## src/rtl/fft_bank_writer.sv

```systemverilog
// fft_bank_writer: streams FFT output bins into NO_BANKS spectrum RAM banks
// in round-robin order. Each bank holds FFTS_PER_BANK frames of BINS_PER_FFT
// bins. Full/release handshakes with the readout side decide whether the next
// bank may be written. When the next bank is still full, the default build
// applies backpressure (WAIT).
// Optional macro FFT_BANK_WRITER_DROP_EN: when defined, the writer keeps
// accepting beats while no bank is free. It discards those frames and counts
// them in dropped_frames (DROP state) instead of stalling.
module fft_bank_writer #(
  parameter int DATA_WIDTH    = 16,
  parameter int ADDRESS_WIDTH = 12,
  parameter int BINS_PER_FFT  = 128,
  parameter int FFTS_PER_BANK = 32,
  parameter int NO_BANKS      = 2
) (
  input  logic                     clk,
  input  logic                     rst,
  input  logic [DATA_WIDTH-1:0]    in_data,
  input  logic                     in_valid,
  input  logic                     in_last,
  output logic                     in_ready,
  output logic                     wr_en,
  output logic [NO_BANKS-1:0]      wr_bank_sel,
  output logic [ADDRESS_WIDTH-1:0] wr_address,
  output logic [DATA_WIDTH-1:0]    wr_data,
  output logic [NO_BANKS-1:0]      bank_full,
  input  logic [NO_BANKS-1:0]      bank_release,
  output logic                     frame_err,
  output logic [15:0]              dropped_frames
);

  localparam int SW = $clog2(BINS_PER_FFT);
  localparam int FW = (FFTS_PER_BANK > 1) ? $clog2(FFTS_PER_BANK) : 1;
  localparam int BW = $clog2(NO_BANKS);
  localparam logic [SW-1:0] SAMPLE_LAST = SW'(BINS_PER_FFT - 1);
  localparam logic [FW-1:0] FFT_LAST = FW'(FFTS_PER_BANK - 1);
  localparam logic [BW-1:0] BANK_LAST = BW'(NO_BANKS - 1);
  localparam logic [ADDRESS_WIDTH-1:0] FRAME_STEP = ADDRESS_WIDTH'(BINS_PER_FFT);

  // Reject configurations whose bank cannot hold all of its frames.
  generate
    if (BINS_PER_FFT * FFTS_PER_BANK > 2 ** ADDRESS_WIDTH) begin : g_bad_depth
      $error("fft_bank_writer: BINS_PER_FFT*FFTS_PER_BANK exceeds 2**ADDRESS_WIDTH");
    end
    if (BINS_PER_FFT < 2) begin : g_bad_bins
      $error("fft_bank_writer: BINS_PER_FFT must be >= 2");
    end
    if (NO_BANKS < 2) begin : g_bad_banks
      $error("fft_bank_writer: NO_BANKS must be >= 2");
    end
  endgenerate

`ifdef FFT_BANK_WRITER_DROP_EN
  typedef enum logic [0:0] {S_WRITE = 1'b0, S_DROP = 1'b1} state_t;
`else
  typedef enum logic [0:0] {S_WRITE = 1'b0, S_WAIT = 1'b1} state_t;
`endif

  state_t                   state_q, state_d;
  logic [BW-1:0]            cur_bank_q, cur_bank_d;
  logic [SW-1:0]            sample_idx_q, sample_idx_d;
  logic [FW-1:0]            fft_idx_q, fft_idx_d;
  // addr_q is the running write address; base_q is the start of the current
  // frame, so a short frame can jump to the next frame base without a multiply.
  logic [ADDRESS_WIDTH-1:0] addr_q, addr_d;
  logic [ADDRESS_WIDTH-1:0] base_q, base_d;
  logic                     wr_en_q, wr_en_d;
  logic [NO_BANKS-1:0]      wr_bank_sel_q, wr_bank_sel_d;
  logic [ADDRESS_WIDTH-1:0] wr_address_q, wr_address_d;
  logic [DATA_WIDTH-1:0]    wr_data_q, wr_data_d;
  logic [NO_BANKS-1:0]      bank_full_q, bank_full_d;
  logic                     frame_err_q, frame_err_d;

  logic                     accept;
  logic                     sample_last;
  logic                     frame_end;
  logic [BW-1:0]            next_bank;
  logic                     next_bank_busy;
  logic                     cur_free;
  logic [NO_BANKS-1:0]      cur_onehot;

`ifdef FFT_BANK_WRITER_DROP_EN
  logic [15:0]              drop_q, drop_d;
  assign in_ready       = 1'b1;
  assign dropped_frames = drop_q;
`else
  assign in_ready       = (state_q == S_WRITE);
  assign dropped_frames = 16'h0000;
`endif

  assign wr_en       = wr_en_q;
  assign wr_bank_sel = wr_bank_sel_q;
  assign wr_address  = wr_address_q;
  assign wr_data     = wr_data_q;
  assign bank_full   = bank_full_q;
  assign frame_err   = frame_err_q;

  // Next-state logic: frame/bank bookkeeping, write port and bank flags.
  always_comb begin
    state_d       = state_q;
    cur_bank_d    = cur_bank_q;
    sample_idx_d  = sample_idx_q;
    fft_idx_d     = fft_idx_q;
    addr_d        = addr_q;
    base_d        = base_q;
    wr_en_d       = 1'b0;
    wr_bank_sel_d = '0;
    wr_address_d  = wr_address_q;
    wr_data_d     = wr_data_q;
    frame_err_d   = 1'b0;
    // Releases clear flags; a completion set below overrides a same-cycle release.
    bank_full_d   = bank_full_q & ~bank_release;
`ifdef FFT_BANK_WRITER_DROP_EN
    drop_d        = drop_q;
`endif

    accept         = in_valid && in_ready;
    sample_last    = (sample_idx_q == SAMPLE_LAST);
    frame_end      = accept && (in_last || sample_last);
    next_bank      = (cur_bank_q == BANK_LAST) ? '0 : cur_bank_q + 1'b1;
    next_bank_busy = bank_full_q[next_bank] && !bank_release[next_bank];
    cur_free       = !bank_full_q[cur_bank_q] || bank_release[cur_bank_q];
    cur_onehot     = '0;
    cur_onehot[cur_bank_q] = 1'b1;

    // Frame tracking runs on every accepted beat, written or dropped.
    if (accept) begin
      sample_idx_d = frame_end ? '0 : sample_idx_q + 1'b1;
      if (frame_end) begin
        frame_err_d = (in_last != sample_last);
      end
    end

    case (state_q)
      S_WRITE: begin
        if (accept) begin
          wr_en_d       = 1'b1;
          wr_bank_sel_d = cur_onehot;
          wr_address_d  = addr_q;
          wr_data_d     = in_data;
          if (frame_end) begin
            if (fft_idx_q == FFT_LAST) begin
              fft_idx_d               = '0;
              cur_bank_d              = next_bank;
              addr_d                  = '0;
              base_d                  = '0;
              bank_full_d[cur_bank_q] = 1'b1;
              if (next_bank_busy) begin
`ifdef FFT_BANK_WRITER_DROP_EN
                state_d = S_DROP;
`else
                state_d = S_WAIT;
`endif
              end
            end else begin
              fft_idx_d = fft_idx_q + 1'b1;
              base_d    = base_q + FRAME_STEP;
              addr_d    = base_q + FRAME_STEP;
            end
          end else begin
            addr_d = addr_q + 1'b1;
          end
        end
      end
`ifdef FFT_BANK_WRITER_DROP_EN
      S_DROP: begin
        // Resume only on a frame boundary so the bank starts with a whole frame.
        if (frame_end) begin
          if (drop_q != 16'hFFFF) begin
            drop_d = drop_q + 1'b1;
          end
          if (cur_free) begin
            state_d = S_WRITE;
          end
        end
      end
`else
      S_WAIT: begin
        if (cur_free) begin
          state_d = S_WRITE;
        end
      end
`endif
      default: state_d = S_WRITE;
    endcase
  end

  // State and output registers with synchronous reset.
  always_ff @(posedge clk) begin
    if (rst) begin
      state_q       <= S_WRITE;
      cur_bank_q    <= '0;
      sample_idx_q  <= '0;
      fft_idx_q     <= '0;
      addr_q        <= '0;
      base_q        <= '0;
      wr_en_q       <= 1'b0;
      wr_bank_sel_q <= '0;
      wr_address_q  <= '0;
      wr_data_q     <= '0;
      bank_full_q   <= '0;
      frame_err_q   <= 1'b0;
`ifdef FFT_BANK_WRITER_DROP_EN
      drop_q        <= '0;
`endif
    end else begin
      state_q       <= state_d;
      cur_bank_q    <= cur_bank_d;
      sample_idx_q  <= sample_idx_d;
      fft_idx_q     <= fft_idx_d;
      addr_q        <= addr_d;
      base_q        <= base_d;
      wr_en_q       <= wr_en_d;
      wr_bank_sel_q <= wr_bank_sel_d;
      wr_address_q  <= wr_address_d;
      wr_data_q     <= wr_data_d;
      bank_full_q   <= bank_full_d;
      frame_err_q   <= frame_err_d;
`ifdef FFT_BANK_WRITER_DROP_EN
      drop_q        <= drop_d;
`endif
    end
  end

endmodule
```

## config.mk

```make
export PLATFORM = sky130hd
export DESIGN_NAME = fft_bank_writer
export DESIGN_NICKNAME = d
export VERILOG_FILES = /design/src/rtl/fft_bank_writer.sv
export SDC_FILE = /design/constraint.sdc
export NUM_CORES = 1
export LEC_CHECK = 0
export ABC_AREA = 1
export CORE_AREA = 3 3 81 83
export CTS_BUF_LIST = sky130_fd_sc_hd__clkbuf_8 sky130_fd_sc_hd__clkbuf_16
export DETAILED_ROUTE_END_ITERATION = 10
export DIE_AREA = 0 0 84 86
export PLACE_DENSITY = 0.82
export RECOVER_POWER = 25
export SYNTH_ARGS = -nofsm -noshare
export SYNTH_HDL_FRONTEND = slang
export SYNTH_SLANG_ARGS = --single-unit
export TNS_END_PERCENT = 5
```

## constraint.sdc

```tcl
create_clock -name clk -period 2.95 [get_ports clk]
set_input_delay 0.295 -clock clk [delete_from_list [all_inputs] [get_ports clk]]
set_output_delay 0.295 -clock clk [all_outputs]
set_load 0.01 [all_outputs]
```

==> qor.csv <==
metric,value,unit
status,"complete, no violations",
CTS Hold Bufs,0,
Hold Startpoint,base_q[0],
global route total overflow,0,
htree depth,3,
Hold Path Stages,2,
initial antenna violation count,0,
CTS tree,done,
die area,7220,um2
final setup vio count,0,
PostCTS Resize Cnt,0,
vias,2717,
DRC viols,0,
std cell rows,28,
Crit-path slowest cell,clkbuf_1,
pwr/cell area,548,nW/um2
Critical Path Sink Type,flip-flop,
min-delay worst type,reg2reg,
critical path arrival,2620,ps
Relative slew margins,20.1,%
TritonCTS Buffers,9,
CTS max path bufs,2,
RSZ-0062 raised after global routing,no,
First-pass DRT Iterations,4,
DR iter-0 viols,140,
syn avg cell area,7.46,um2
detailed placement HPWL,4.73,mm
vias per std cell,4.94,
final hold vios,0,
Synth-to-Final Area Change,24.4,%
CTS root buffer,clkbuf_8,
clock-pin slew on the worst setup and hold paths,70,ps
YS warnings,0,
FF-to-FF path depth,11,
Die W,84,um
post-route design area,3860,um2
Pins Over Slew Limit,0,
post-route antenna net violation count,0,
synthesized flop and latch total,72,
"Clk Latency, worst-skew pair",330,ps
GRT Total Usage,18.7,%
CORE AREA,5920,um2
Leak,1.53,nW
RePlAce Congestion,0.841,
critical path type,in2reg,
FF-to-FF Start,sample_idx_q[0],
Setup TNS,0,ps
global-route wire length before repair,11.0,mm
maximum number of pins on one net before global-route repair,38,
Worst Path Required,3170,ps
cells after synthesis,416,
Period minus WS final,2400,ps
share of layout cells above drive strength 1,6.74,%
Starting Density,52.4,%
pre-CTS setup slack,753,ps
CTS sink cnt,72,
"Seq/Total Area, Yosys",46.5,%
routed len/inst,12.1,um
ant diodes,0,
vias in the first global route,2523,
post-synth cell types,32,
CP peak stage delay,810,ps
Final nets,498,
Peak supply drop,0.339,mV
Clock Skew,10.9,ps
setup bufs post-CTS,0,
final worst setup slack,554,ps
FF-to-FF setup slack,730,ps
Slew @ Worst Pin,1200,ps
IO Pins,73,
max frequency,417,MHz
Tcrit/Tclk final,81.2,%
Die H,86,um
Placed Area,3660,um2
max_cap viols,0,
WL final,6.66,mm
"Cell Chain, Critical Path",dlygate4sd3_1 > clkinv_1 > nor2_1 > clkbuf_1 > nand2_1 > nor2_1 > nand2_1 > o21ai_1 > a21oi_1,
Worst Hold Path EP,base_q[0],
CP max FO,26,
Startpoint Class,primary input,
worst flop-to-flop path endpoint,sample_idx_q[5],
Port Buffers,56,
Mapped Area,3100,um2
==> registers in the layout, summed over array words and instances (netlist names) <==
signal        cells
wr_data          16
base_q           12
wr_address       12
state_q           1
fft_idx_q         5
frame_err         1
cur_bank_q        1
wr_en             1
bank_full         2
wr_bank_sel       2
addr_q           12
sample_idx_q      7
==> final cells by class <==
class | instances | area (um2)
multi-input combinational | 286 | 1360
fill | 487 | 2060
inverter | 41 | 154
clock buffer | 10 | 138
timing repair buffer | 60 | 587
clock inverter | 6 | 82.6
tap | 75 | 93.8
sequential | 72 | 1440
==> critical path: cells and delay by family <==
kind | cells | cell delay [ps]
and+or+nand+nor | 4 | 690
buffers and inverters | 3 | 1440
AOI/OAI and AO/OA | 2 | 180
==> synthesized netlist by cell type <==
| cell | n | area share [%] |
|---|---|---|
| xnor2_1 | 1 | 0.28 |
| nor3b_1 | 2 | 0.48 |
| ha_1 | 6 | 2.4 |
| inv_1 | 37 | 4.5 |
| clkbuf_1 | 11 | 1.3 |
| nor2_4 | 2 | 0.73 |
| nand2_2 | 3 | 0.61 |
| nand3_1 | 19 | 3.1 |
| xor2_1 | 4 | 1.1 |
| nand2_4 | 1 | 0.36 |
| o21ai_1 | 4 | 0.65 |
| o211ai_1 | 1 | 0.24 |
| o21bai_1 | 1 | 0.24 |
| a211oi_1 | 2 | 0.48 |
| nand4_1 | 4 | 0.81 |
| nor2_2 | 3 | 0.61 |
| nor3_1 | 5 | 0.81 |
| buf_4 | 16 | 3.9 |
| o21ai_0 | 39 | 6.3 |
| or2_2 | 1 | 0.20 |
| buf_2 | 5 | 0.81 |
| conb_1 | 1 | 0.12 |
| dfxtp_1 | 72 | 46 |
| a211oi_2 | 1 | 0.40 |
| nor2_1 | 79 | 9.6 |
| a31oi_1 | 1 | 0.20 |
| a21oi_1 | 36 | 5.8 |
| or2_1 | 1 | 0.20 |
| inv_2 | 4 | 0.48 |
| a22oi_1 | 1 | 0.24 |
| nor3_2 | 1 | 0.32 |
| nand2_1 | 52 | 6.3 |
==> kinds of logic after synthesis <==
| logic type | after synthesis | synth area share, % |
|---|---|---|
| adders and majority gates | 6 | 2.42 |
| xor gates and xnor gates | 5 | 1.41 |
| and+or+nand+nor | 173 | 24.0 |
| buffers and inverters | 73 | 11.0 |
| AOI/OAI and AO/OA | 86 | 14.6 |
| other | 1 | 0.121 |
| DFF | 72 | 46.5 |
==> stage by stage <==
| step | total power, mW | util, % | instances | hold slack (ps) |
|---|---|---|---|---|
| floorplan | 1.20 | - | 431 | 368 |
| global placement | 1.29 | 61.7 | 534 | 417 |
| detailed placement | 1.30 | 61.7 | 534 | 419 |
| CTS | 2.14 | 65.5 | 550 | 431 |
| global route | 2.21 | 65.2 | 550 | 451 |
| finish | 2.12 | 65.2 | 550 | 428 |
==> cells in the final DEF (no fill, tap or decap), types with 2 or more instances in the layout <==
cell / Yosys / routed
nor2_1: 79 / 80
a21oi_1: 36 / 36
nor3_1: 5 / 5
clkinv_2: 0 / 3
xor2_1: 4 / 4
nand3_1: 19 / 19
clkdlybuf4s50_1: 0 / 53
nand4_1: 4 / 4
o21ai_1: 4 / 4
inv_1: 37 / 37
dfxtp_1: 72 / 72
clkbuf_8: 0 / 10
dlygate4sd3_1: 0 / 3
nor2_2: 3 / 3
nand2_1: 52 / 53
nor3b_1: 2 / 2
ha_1: 6 / 6
conb_1: 1 / 16
nand2_2: 3 / 3
inv_2: 4 / 3
buf_4: 16 / 3
o21ai_0: 39 / 39
a211oi_1: 2 / 2
bufinv_16: 0 / 2
==> power by group <==
| part | switching (mW) | leakage (nW) | internal, mW | total (mW) |
|---|---|---|---|---|
| Sequential | 0.0286 | 0.591 | 1.01 | 1.04 |
| Clock | 0.345 | 0.112 | 0.495 | 0.839 |
| Combinational | 0.124 | 0.825 | 0.109 | 0.233 |
==> worst max path at each step <==
| stage | from | end | slack [ps] |
|---|---|---|---|
| global route | in_valid | sample_idx_q[5] | 330 |
| global placement | in_last | sample_idx_q[5] | 820 |
| floorplan | sample_idx_q[0] | addr_q[2] | 1350 |
| detailed placement | in_last | sample_idx_q[5] | 750 |
| CTS | sample_idx_q[0] | sample_idx_q[5] | 750 |
| finish | in_valid | sample_idx_q[5] | 550 |
==> routing by layer <==
layer  up-vias  global-route usage, %  routed length [um]
met3         8                   3.27                 301
met5         -                      0                   0
li1       1415                      -                   -
met1      1224                   22.9                3050
met2        70                   31.4                3200
met4         0                   10.1                 106
No activity file was read; power rests on OpenSTA's default activity.
==> patch (same settings) <==
Change the parameter `NO_BANKS` from 2 to 4.
--- a/src/rtl/fft_bank_writer.sv
+++ b/src/rtl/fft_bank_writer.sv
@@ -11,7 +11,7 @@
   parameter int ADDRESS_WIDTH = 12,
   parameter int BINS_PER_FFT  = 128,
   parameter int FFTS_PER_BANK = 32,
-  parameter int NO_BANKS      = 2
+  parameter int NO_BANKS      = 4
 ) (
   input  logic                     clk,
   input  logic                     rst,
Interface: changed (resized bank_full, bank_release and wr_bank_sel); port bits go from 73 to 79. The function was not compared with the original's and may differ.
==> patch against the unedited design <==
- sequential cell count is 5 higher
- largest power group unchanged
- synthesized area rose by 8.9%
- design area increased by 7.7%
- register-to-register slack got worse by 0.03 ns
- global-route usage rose by 2.3 points
- wire length increased by 11%
- non-clock buffer count rose by 6
- setup slack gained 0.14 ns
- critical path type is now register to register
- power decreased by 1.5%
==> patch: results <==
status:
  status: "finished clean"
logic_synthesis:
  yosysMostFrequentCell: "dfxtp_1"
  avgSynthCellArea_um2: 7.42
  seq_area_frac_synth_pct: 45.6
  synthDistinctLibCells: 32
  synth.cells.most_frequent: "dfxtp_1 (77), nor2_1 (75), nand2_1 (58), inv_1 (43), o21ai_0 (42)"
  synthTopCellsByArea: "dfxtp_1 (46%), nor2_1 (8.3%), nand2_1 (6.4%), o21ai_0 (6.2%), a21oi_1 (6.1%)"
sta:
  finClkSkew_ns: 0.00874
  relSlewSlack_pct: 8.34
placed_design:
  port_buffers: 62
  dp_hpwl_um: 5210
  place_inst: 578
  gp_congestion: 0.882
worst_setup_path:
  slowest_stage: "ha_1"
  critPathMaxStageDelay_ns: 0.49
  r2r_slack_ns: 0.70
  critPathLaunchType: "register"
  crit_path_start: "sample_idx_q[0]"
  reg2reg_to: "sample_idx_q[3]"
  critPathMaxFanout: 14
  r2r_cells: 9
clock_tree:
  htree_num_levels: 3
  post_cts.repair.setup_buffers: 0
  ctsResizeCount: 0
  clk_latency_ns: 0.34
  path_clk_slew_ns: 0.07
pwr:
  leakage_nw: 1.72
  vdd_drop_max_uv: 344
routing:
  drtPass1Iterations: 6
  wl_per_cell_um: 12.4
  drt_iter0_markers: 255
  vias: 3027
  drt_wl_total_um: 7360
  ant_nets: 0
grt:
  grt_pass1_wl_um: 12300
  grt_pass1_vias: 2712
  antenna_found_initial: 0
  track_usage_pct: 21.0
finish:
  antenna_cells: 0
  largest_reg_flops: 16
  final_nets: 548
  layout-drive-gt1-share_pct: 5.22
  fill_cells: 476
worst_hold_path:
  hp-class: "register to register"
==> patch: layout make-up <==
| cell class | instances | share of cell area (%) |
|---|---|---|
| multi-input combinational | 312 | 36.4 |
| clock inverter | 4 | 1.02 |
| clock buffer | 10 | 3.31 |
| inverter | 48 | 4.34 |
| tap | 75 | 2.26 |
| timing repair buffer | 66 | 15.6 |
| sequential | 77 | 37.1 |
==> patch: power by group <==
part           total (mW)  internal (mW)  switching (mW)
Sequential           1.11           1.08          0.0289
Clock               0.745          0.397           0.347
Combinational       0.229          0.106           0.124
==> patch: worst max-delay path, delay by kind of cell, from the launching register on <==
family                   cells  cell delay, ns
AND/OR/NAND/NOR              6            0.99
adder cells (fa/ha/maj)      2            0.72
buffers and inverters        1            0.13
flip-flops                   1            0.32
==> patch: stage by stage <==
step           hold WS [ns]  cell area, um^2  worst slack (ns)
2_1_floorplan         0.408             3430              1.26
3_3_place_gp          0.417             3980             0.781
3_5_place_dp          0.418             3980             0.655
4_1_cts               0.429             4160             0.672
5_1_grt               0.449             4160             0.543
6_report              0.429             4160             0.698
==> patch: cell families (layout without fill, tap and decap cells) <==
kind of cell / count (synthesis) / in the layout / share of synthesized area, %
AO/OA/AOI/OAI: 91 / 91 / 14.0
buffers and inverters: 81 / 128 / 11.2
flip-flops: 77 / 77 / 45.6
XOR/XNOR: 3 / 3 / 0.778
AND/OR/NAND/NOR: 192 / 192 / 24.6
other: 1 / 16 / 0.111
adder cells (fa/ha/maj): 10 / 10 / 3.71
==> patch: routing by layer <==
| metal | global-route usage (%) | vias up | routed length, um |
|---|---|---|---|
| met5 | 0 | - | 0 |
| met2 | 34.9 | 104 | 3520 |
| met4 | 11.0 | 0 | 153 |
| met1 | 26.1 | 1354 | 3290 |
| li1 | - | 1555 | - |
| met3 | 4.03 | 14 | 406 |
==> patch: how the worst min path moves through the flow <==
stage                          from         to  cells past startpoint
after CTS                 base_q[6]  base_q[6]                      2
after detailed placement  base_q[6]  base_q[6]                      2
after floorplan           base_q[3]  base_q[3]                      2
after global routing      base_q[5]  base_q[5]                      2
final                     base_q[6]  base_q[6]                      2
after global placement    base_q[6]  base_q[6]                      2
